===== config.mk =====
export PLATFORM = sky130hd
export DESIGN_NAME = gh_manager_flat
export DESIGN_NICKNAME = d
export VERILOG_FILES = /design/src/rtl/gh_if.sv /design/src/rtl/gh_manager.sv /design/src/flat_wrapper.sv
export SDC_FILE = /design/constraint.sdc
export NUM_CORES = 1
export LEC_CHECK = 0
export CORE_ASPECT_RATIO = 0.75
export CORE_MARGIN = 2
export CORE_UTILIZATION = 50
export CTS_CLUSTER_SIZE = 25
export DETAILED_ROUTE_END_ITERATION = 7
export PLACE_DENSITY = 0.87
export SETUP_SLACK_MARGIN = 0.4
export SYNTH_ARGS = -nofsm -noshare
export SYNTH_HDL_FRONTEND = slang
export SYNTH_SLANG_ARGS = --single-unit
export TNS_END_PERCENT = 20

===== constraint.sdc =====
create_clock -name clk -period 5.3 [get_ports clk]
set_clock_uncertainty 0.2 [all_clocks]
set_input_delay 0.53 -clock clk [delete_from_list [all_inputs] [get_ports clk]]
set_output_delay 0.53 -clock clk [all_outputs]
set_load 0.03 [all_outputs]

===== src/rtl/gh_if.sv =====
// Fetch/resolve bundle between the front end and the global-history manager.
// master drives fetch/resolve requests; slave is the history manager.
interface gh_if #(
  parameter int gh_width   = 14,
  parameter int bh_width   = 14,
  parameter int ADDR_WIDTH = 29,
  parameter int DEPTH      = 8
);
  localparam int CW = $clog2(DEPTH) + 1;

  logic [ADDR_WIDTH-1:0] pc;
  logic                  pdc_valid;
  logic                  taken_pdc;
  logic                  pdc_ready;
  logic [gh_width-1:0]   pc_gh_hashed;
  logic [bh_width-1:0]   pc_bh_hashed;
  logic                  ex_valid;
  logic [ADDR_WIDTH-1:0] pc_ex;
  logic                  taken_real;
  logic                  mispredict_ex;
  logic                  flush;
  logic [gh_width-1:0]   pc_ex_gh_hashed;
  logic [bh_width-1:0]   pc_ex_bh_hashed;
  logic [CW-1:0]         count;

  modport master (
    output pc, pdc_valid, taken_pdc, ex_valid, pc_ex, taken_real, mispredict_ex, flush,
    input  pdc_ready, pc_gh_hashed, pc_bh_hashed, pc_ex_gh_hashed, pc_ex_bh_hashed, count
  );

  modport slave (
    input  pc, pdc_valid, taken_pdc, ex_valid, pc_ex, taken_real, mispredict_ex, flush,
    output pdc_ready, pc_gh_hashed, pc_bh_hashed, pc_ex_gh_hashed, pc_ex_bh_hashed, count
  );
endinterface


===== src/rtl/gh_manager.sv =====
// Speculative global-history manager: GHR, fetch/EX hashed indices, and an
// in-order checkpoint queue used to repair history on mispredict or flush.
module gh_manager #(
  parameter int gh_width   = 14,
  parameter int bh_width   = 14,
  parameter int ADDR_WIDTH = 29,
  parameter int DEPTH      = 8
) (
  input logic clk,
  input logic rst,
  gh_if.slave bus
);
  localparam int PW = $clog2(DEPTH);
  localparam int CW = PW + 1;

  logic [gh_width-1:0] ghr;
  logic [gh_width-1:0] arch_ghr;
  logic [gh_width-1:0] arch_next;
  logic [gh_width-1:0] head_ckpt;
  logic [gh_width-1:0] ckpt [DEPTH];
  logic [PW-1:0]       head;
  logic [PW-1:0]       tail;
  logic [CW-1:0]       count;
  logic                empty;
  logic                ready;
  logic                push;
  logic                pop;
  logic                mis;

  function automatic logic [gh_width-1:0] shift(input logic [gh_width-1:0] v, input logic b);
    return {v[gh_width-2:0], b};
  endfunction

  assign empty     = (count == '0);
  assign ready     = (count != CW'(DEPTH));
  assign head_ckpt = ckpt[head];

  assign pop  = bus.ex_valid && !empty;
  assign mis  = pop && bus.mispredict_ex;
  // A mispredict resolving this cycle drops the push even when nothing pops.
  assign push = bus.pdc_valid && ready && !bus.flush && !(bus.ex_valid && bus.mispredict_ex);

  assign arch_next = pop ? shift(arch_ghr, bus.taken_real) : arch_ghr;

  always_ff @(posedge clk or posedge rst) begin
    if (rst) begin
      ghr      <= '0;
      arch_ghr <= '0;
      head     <= '0;
      tail     <= '0;
      count    <= '0;
    end else begin
      arch_ghr <= arch_next;
      if (bus.flush) begin
        ghr   <= arch_next;
        head  <= '0;
        tail  <= '0;
        count <= '0;
      end else if (mis) begin
        ghr   <= shift(head_ckpt, bus.taken_real);
        head  <= '0;
        tail  <= '0;
        count <= '0;
      end else begin
        if (push) begin
          ghr  <= shift(ghr, bus.taken_pdc);
          tail <= tail + 1'b1;
        end
        if (pop) head <= head + 1'b1;
        count <= count + CW'(push) - CW'(pop);
      end
    end
  end

  // Checkpoint storage needs no reset: entries are only read while count != 0.
  always_ff @(posedge clk) begin
    if (push) ckpt[tail] <= ghr;
  end

  assign bus.pdc_ready       = ready;
  assign bus.count           = count;
  assign bus.pc_gh_hashed    = bus.pc[gh_width-1:0] ^ ghr;
  assign bus.pc_bh_hashed    = bus.pc[bh_width-1:0] ^ bus.pc[2*bh_width-1:bh_width];
  assign bus.pc_ex_gh_hashed = empty ? '0 : (bus.pc_ex[gh_width-1:0] ^ head_ckpt);
  assign bus.pc_ex_bh_hashed = bus.pc_ex[bh_width-1:0] ^ bus.pc_ex[2*bh_width-1:bh_width];

  logic unused_pc_bits;
  assign unused_pc_bits = ^{bus.pc, bus.pc_ex};
endmodule


===== src/flat_wrapper.sv =====
// flat-port wrapper written by rule: the top's interface ports become plain ports
module gh_manager_flat 
#(
  parameter int gh_width   = 14,
  parameter int bh_width   = 14,
  parameter int ADDR_WIDTH = 29,
  parameter int DEPTH      = 8
)
  (clk, rst, bus_pc, bus_pdc_valid, bus_taken_pdc, bus_ex_valid, bus_pc_ex, bus_taken_real, bus_mispredict_ex, bus_flush, bus_pdc_ready, bus_pc_gh_hashed, bus_pc_bh_hashed, bus_pc_ex_gh_hashed, bus_pc_ex_bh_hashed, bus_count);
  gh_if #(.gh_width(gh_width), .bh_width(bh_width), .ADDR_WIDTH(ADDR_WIDTH), .DEPTH(DEPTH)) bus_i ();
  input logic clk;
  input logic rst;
  input wire logic [$bits(bus_i.pc)-1:0] bus_pc;
  input wire logic [$bits(bus_i.pdc_valid)-1:0] bus_pdc_valid;
  input wire logic [$bits(bus_i.taken_pdc)-1:0] bus_taken_pdc;
  input wire logic [$bits(bus_i.ex_valid)-1:0] bus_ex_valid;
  input wire logic [$bits(bus_i.pc_ex)-1:0] bus_pc_ex;
  input wire logic [$bits(bus_i.taken_real)-1:0] bus_taken_real;
  input wire logic [$bits(bus_i.mispredict_ex)-1:0] bus_mispredict_ex;
  input wire logic [$bits(bus_i.flush)-1:0] bus_flush;
  output wire logic [$bits(bus_i.pdc_ready)-1:0] bus_pdc_ready;
  output wire logic [$bits(bus_i.pc_gh_hashed)-1:0] bus_pc_gh_hashed;
  output wire logic [$bits(bus_i.pc_bh_hashed)-1:0] bus_pc_bh_hashed;
  output wire logic [$bits(bus_i.pc_ex_gh_hashed)-1:0] bus_pc_ex_gh_hashed;
  output wire logic [$bits(bus_i.pc_ex_bh_hashed)-1:0] bus_pc_ex_bh_hashed;
  output wire logic [$bits(bus_i.count)-1:0] bus_count;
  assign bus_i.pc = bus_pc;
  assign bus_i.pdc_valid = bus_pdc_valid;
  assign bus_i.taken_pdc = bus_taken_pdc;
  assign bus_i.ex_valid = bus_ex_valid;
  assign bus_i.pc_ex = bus_pc_ex;
  assign bus_i.taken_real = bus_taken_real;
  assign bus_i.mispredict_ex = bus_mispredict_ex;
  assign bus_i.flush = bus_flush;
  assign bus_pdc_ready = bus_i.pdc_ready;
  assign bus_pc_gh_hashed = bus_i.pc_gh_hashed;
  assign bus_pc_bh_hashed = bus_i.pc_bh_hashed;
  assign bus_pc_ex_gh_hashed = bus_i.pc_ex_gh_hashed;
  assign bus_pc_ex_bh_hashed = bus_i.pc_ex_bh_hashed;
  assign bus_count = bus_i.count;
  gh_manager #(.gh_width(gh_width), .bh_width(bh_width), .ADDR_WIDTH(ADDR_WIDTH), .DEPTH(DEPTH)) u_core (.clk(clk), .rst(rst), .bus(bus_i));
endmodule

==> summary.md <==
| Metric | Value |
|---|---|
| Asr flop ratio synth | `25.3%` |
| Pwr/cell area | `481 nW/um^2` |
| Status | `finished clean` |
| Critical path's slowest cell | `dfrtp_1` |
| CTS clk-pin slew, worst paths | `60 ps` |
| Synthesized area | `6960 sq um` |
| Setup WS post-layout | `1180 ps` |
| Ranking of synthesized cells by area | `edfxtp_1, dfrtp_1, xor2_1` |
| Reg2reg setup slack | `1850 ps` |
| Largest net degree at the start of global routing | `39` |
| Clk root buf | `clkbuf_16` |
| Minimum clock period | `4120 ps` |
| Initial core utilization | `51.0%` |
| Area leader, netlist | `edfxtp_1` |
| Worst IR Drop VDD | `0.399 mV` |
| FMAX | `0.243 GHz` |
| Unrepaired setup endpoints after global routing | `false` |
| TritonCTS clock tree | `done` |
| Fin. Hold Viols | `0` |
| CTS Hold Bufs | `0` |
| Seq/Total Area, Yosys | `62.0%` |
| Global Route Usage Sum | `22.8%` |
| Net count after synthesis | `540` |
| Worst-Margin Slew | `1260 ps` |
| Worst flop-to-flop path startpoint | `u_core.bus.count[1]` |
| Routed via count | `4563` |
| Detailed-route DRC error count | `0` |
| Area Growth Syn to Fin | `29.4%` |
| Worst rel slew slack | `16.1%` |
| Area of the core | `13700 sq um` |
| Worst-case clock buffer depth | `2` |
| DRT antenna net count | `0` |
| Number of diodes | `0` |
| Wire per inst | `20.8 um` |
| Die area | `14900 sq um` |
| I/O Buffers | `124` |
| Register bit total from synthesis | `150` |
| Placer Congestion | `0.826` |
| Clk sinks | `150` |
| Worst Hold Slack | `321 ps` |
| Cells after DPL | `757` |
| Pre-antenna DRT Iters | `5` |
| H-Tree Depth | `4` |
| PostCTS Resize Cnt | `0` |
| Initial drt markers | `484` |
| Chip width | `140 um` |
| I/O pins | `127` |
| Worst hold path class | `in -> async` |
| Top cell type's share of synthesized area | `48.3%` |
| Final period util | `77.8%` |
| Slew Limit Fails | `0` |
| Critical Path RT | `4570 ps` |
| Syn avg cell area | `14.9 sq um` |
| Worst path cell trace | `mux4_1, mux2_2, nand2_1, nor3b_1, clkdlybuf4s50_1` |
| Worst skew pair latency | `430 ps` |
| Crit. End Element | `output port` |
| Synth cell types | `47` |
| Setup WS pre-CTS | `1130 ps` |
| Row count | `37` |
| Post-route setup TNS | `0 ps` |
| CTS Buf Count | `17` |
| Vias in the first global route | `4638` |
| Placed instance area | `8440 sq um` |
| Synth Area in XOR/XNOR | `6.79%` |
| Arr. time, crit path | `3390 ps` |
| Initial antenna violation count | `0` |
| First-pass GRT wire length | `25.0 mm` |
| YS warnings | `0` |
| Final setup fails | `0` |
| GRT overflow | `0` |
| Largest fanout on the critical path | `28` |
| Die height | `106 um` |
| Critical Setup Path Class | `reg -> out` |
| Post-DP HPWL | `10.5 mm` |
| Post-CTS setup buffer count | `0` |
| Net count, final | `675` |
| Largest stage delay on the critical path | `1180 ps` |
| Startpoint type of the worst setup path | `flop` |
| Maxcap violations | `0` |
| Ys flop type | `edfxtp_1` |
| Routed WL | `16.4 mm` |
| Fin cells | `788` |
| Mux contribution to synthesized area | `12.0%` |
| Finished layout cell area | `9000 sq um` |
| Worst Reg-to-Reg Cells | `6` |
| Drt via density | `5.79` |
| Crit Reg-Reg Endpoint | `u_core.ckpt[2][1]` |
| Layout cell share with drive strength beyond 1 | `12.4%` |
| Synth Area in Simple Gates | `8.79%` |
| Compound-gate portion of the synthesized area | `6.26%` |
| Synth Area in Adders | `1.55%` |
| Post-Synthesis Cells | `466` |
| EDFF count, synth | `112` |
| Largest family of logic cells by synthesized area | `multiplexers` |
| LEAKAGE | `0.00322 uW` |
==> worst max-delay path by stage <==
| stage | end | cells past startpoint | slack [ps] | from |
|---|---|---|---|---|
| floorplan | u_core.ckpt[4][0] | 6 | 1520 | u_core.bus.count[2] |
| global placement | u_core.ckpt[2][2] | 7 | 1230 | bus_ex_valid |
| detailed placement | u_core.ckpt[2][2] | 7 | 1130 | bus_ex_valid |
| CTS | bus_pc_ex_gh_hashed[11] | 5 | 1120 | u_core.head[2] |
| global route | bus_pc_ex_gh_hashed[12] | 5 | 940 | u_core.head[2] |
| finish | bus_pc_ex_gh_hashed[11] | 5 | 1180 | u_core.head[2] |
==> cell usage after synthesis (2+ instances only) <==
| cell type | n |
|---|---|
| buf_2 | 11 |
| nand2_1 | 43 |
| nand3b_1 | 2 |
| nor3_1 | 8 |
| or3_1 | 3 |
| mux4_1 | 16 |
| a21oi_1 | 5 |
| clkbuf_1 | 8 |
| nor3b_1 | 5 |
| inv_1 | 13 |
| a32o_1 | 8 |
| xor2_1 | 51 |
| or3b_1 | 2 |
| o211ai_1 | 12 |
| nand4bb_1 | 6 |
| nor4b_1 | 2 |
| o21ai_1 | 20 |
| a31oi_1 | 6 |
| ha_1 | 7 |
| nand3_1 | 2 |
| mux4_2 | 12 |
| xnor2_1 | 3 |
| nand2b_1 | 6 |
| mux2_2 | 6 |
| a21o_1 | 9 |
| dfrtp_1 | 38 |
| nor3b_2 | 3 |
| edfxtp_1 | 112 |
| mux2i_1 | 8 |
| and2_1 | 2 |
| nor2_1 | 21 |
==> power by group <==
group	switching [uW]	internal, uW	total [uW]	leakage [uW]
logic	817	606	1420	0.00146
registers	240	1510	1750	0.00149
clock network	465	689	1150	0.000269
==> through the flow <==
step	utilization (%)	power, uW
6_report	65.9	4330
5_1_grt	65.9	4510
4_1_cts	65.9	4330
3_5_place_dp	61.8	3180
3_3_place_gp	61.8	3120
2_1_floorplan	-	2590
==> placed cells by master (no fill, tap or decap), drive strengths merged, types with 6 or more instances in the layout <==
cell type / synthesis / final
mux2: 6 / 6
nand4bb: 6 / 6
a31oi: 7 / 7
xor2: 51 / 51
clkbuf: 8 / 19
nor2: 22 / 22
o211ai: 12 / 12
dfrtp: 38 / 38
nand2b: 6 / 6
edfxtp: 112 / 112
nor3b: 9 / 9
nor3: 9 / 9
a21o: 9 / 9
mux4: 28 / 28
ha: 7 / 7
inv: 14 / 17
clkdlybuf4s50: 0 / 124
buf: 15 / 15
mux2i: 8 / 8
o21ai: 20 / 20
a32o: 8 / 8
nand2: 44 / 44
==> registers in the layout (all words and copies together), names as in the netlist <==
signal	flops
u_core.arch_ghr	14
u_core.bus.count	4
u_core.ckpt	112
u_core.ghr	14
u_core.head	3
u_core.tail	3
==> cell families after synthesis <==
| group | after synthesis |
|---|---|
| buffers and inverters | 37 |
| and+or+nand+nor | 111 |
| xor gates and xnor gates | 54 |
| adders and majority gates | 8 |
| AOI/OAI and AO/OA | 64 |
| DFF | 150 |
| muxes | 42 |
==> per-layer routing <==
metal  vias up  wire length [um]  track usage, %
met4         0               473            10.8
met1      2248              6510            29.3
met3        39              1390            6.35
met5         -                 0               0
li1       2044                 -               -
met2       232              7980            36.2
==> worst max-delay path: cells and delay by family, from the launching register on <==
family / cells / cell delay (ps)
mux: 2 / 810
simple gates: 2 / 270
flops: 1 / 1180
buf+inv: 1 / 710
==> cell type report <==
type                            instances  area, sq um
Clock buffer                           19          433
Clock inverter                         12          128
Fill cell                             891         4650
Inverter                               14         52.6
Multi-Input combinational cell        279         2500
Sequential cell                       150         4310
Tap cell                              175          219
Timing Repair Buffer                  139         1350
Power figures use the tool's default switching activity.
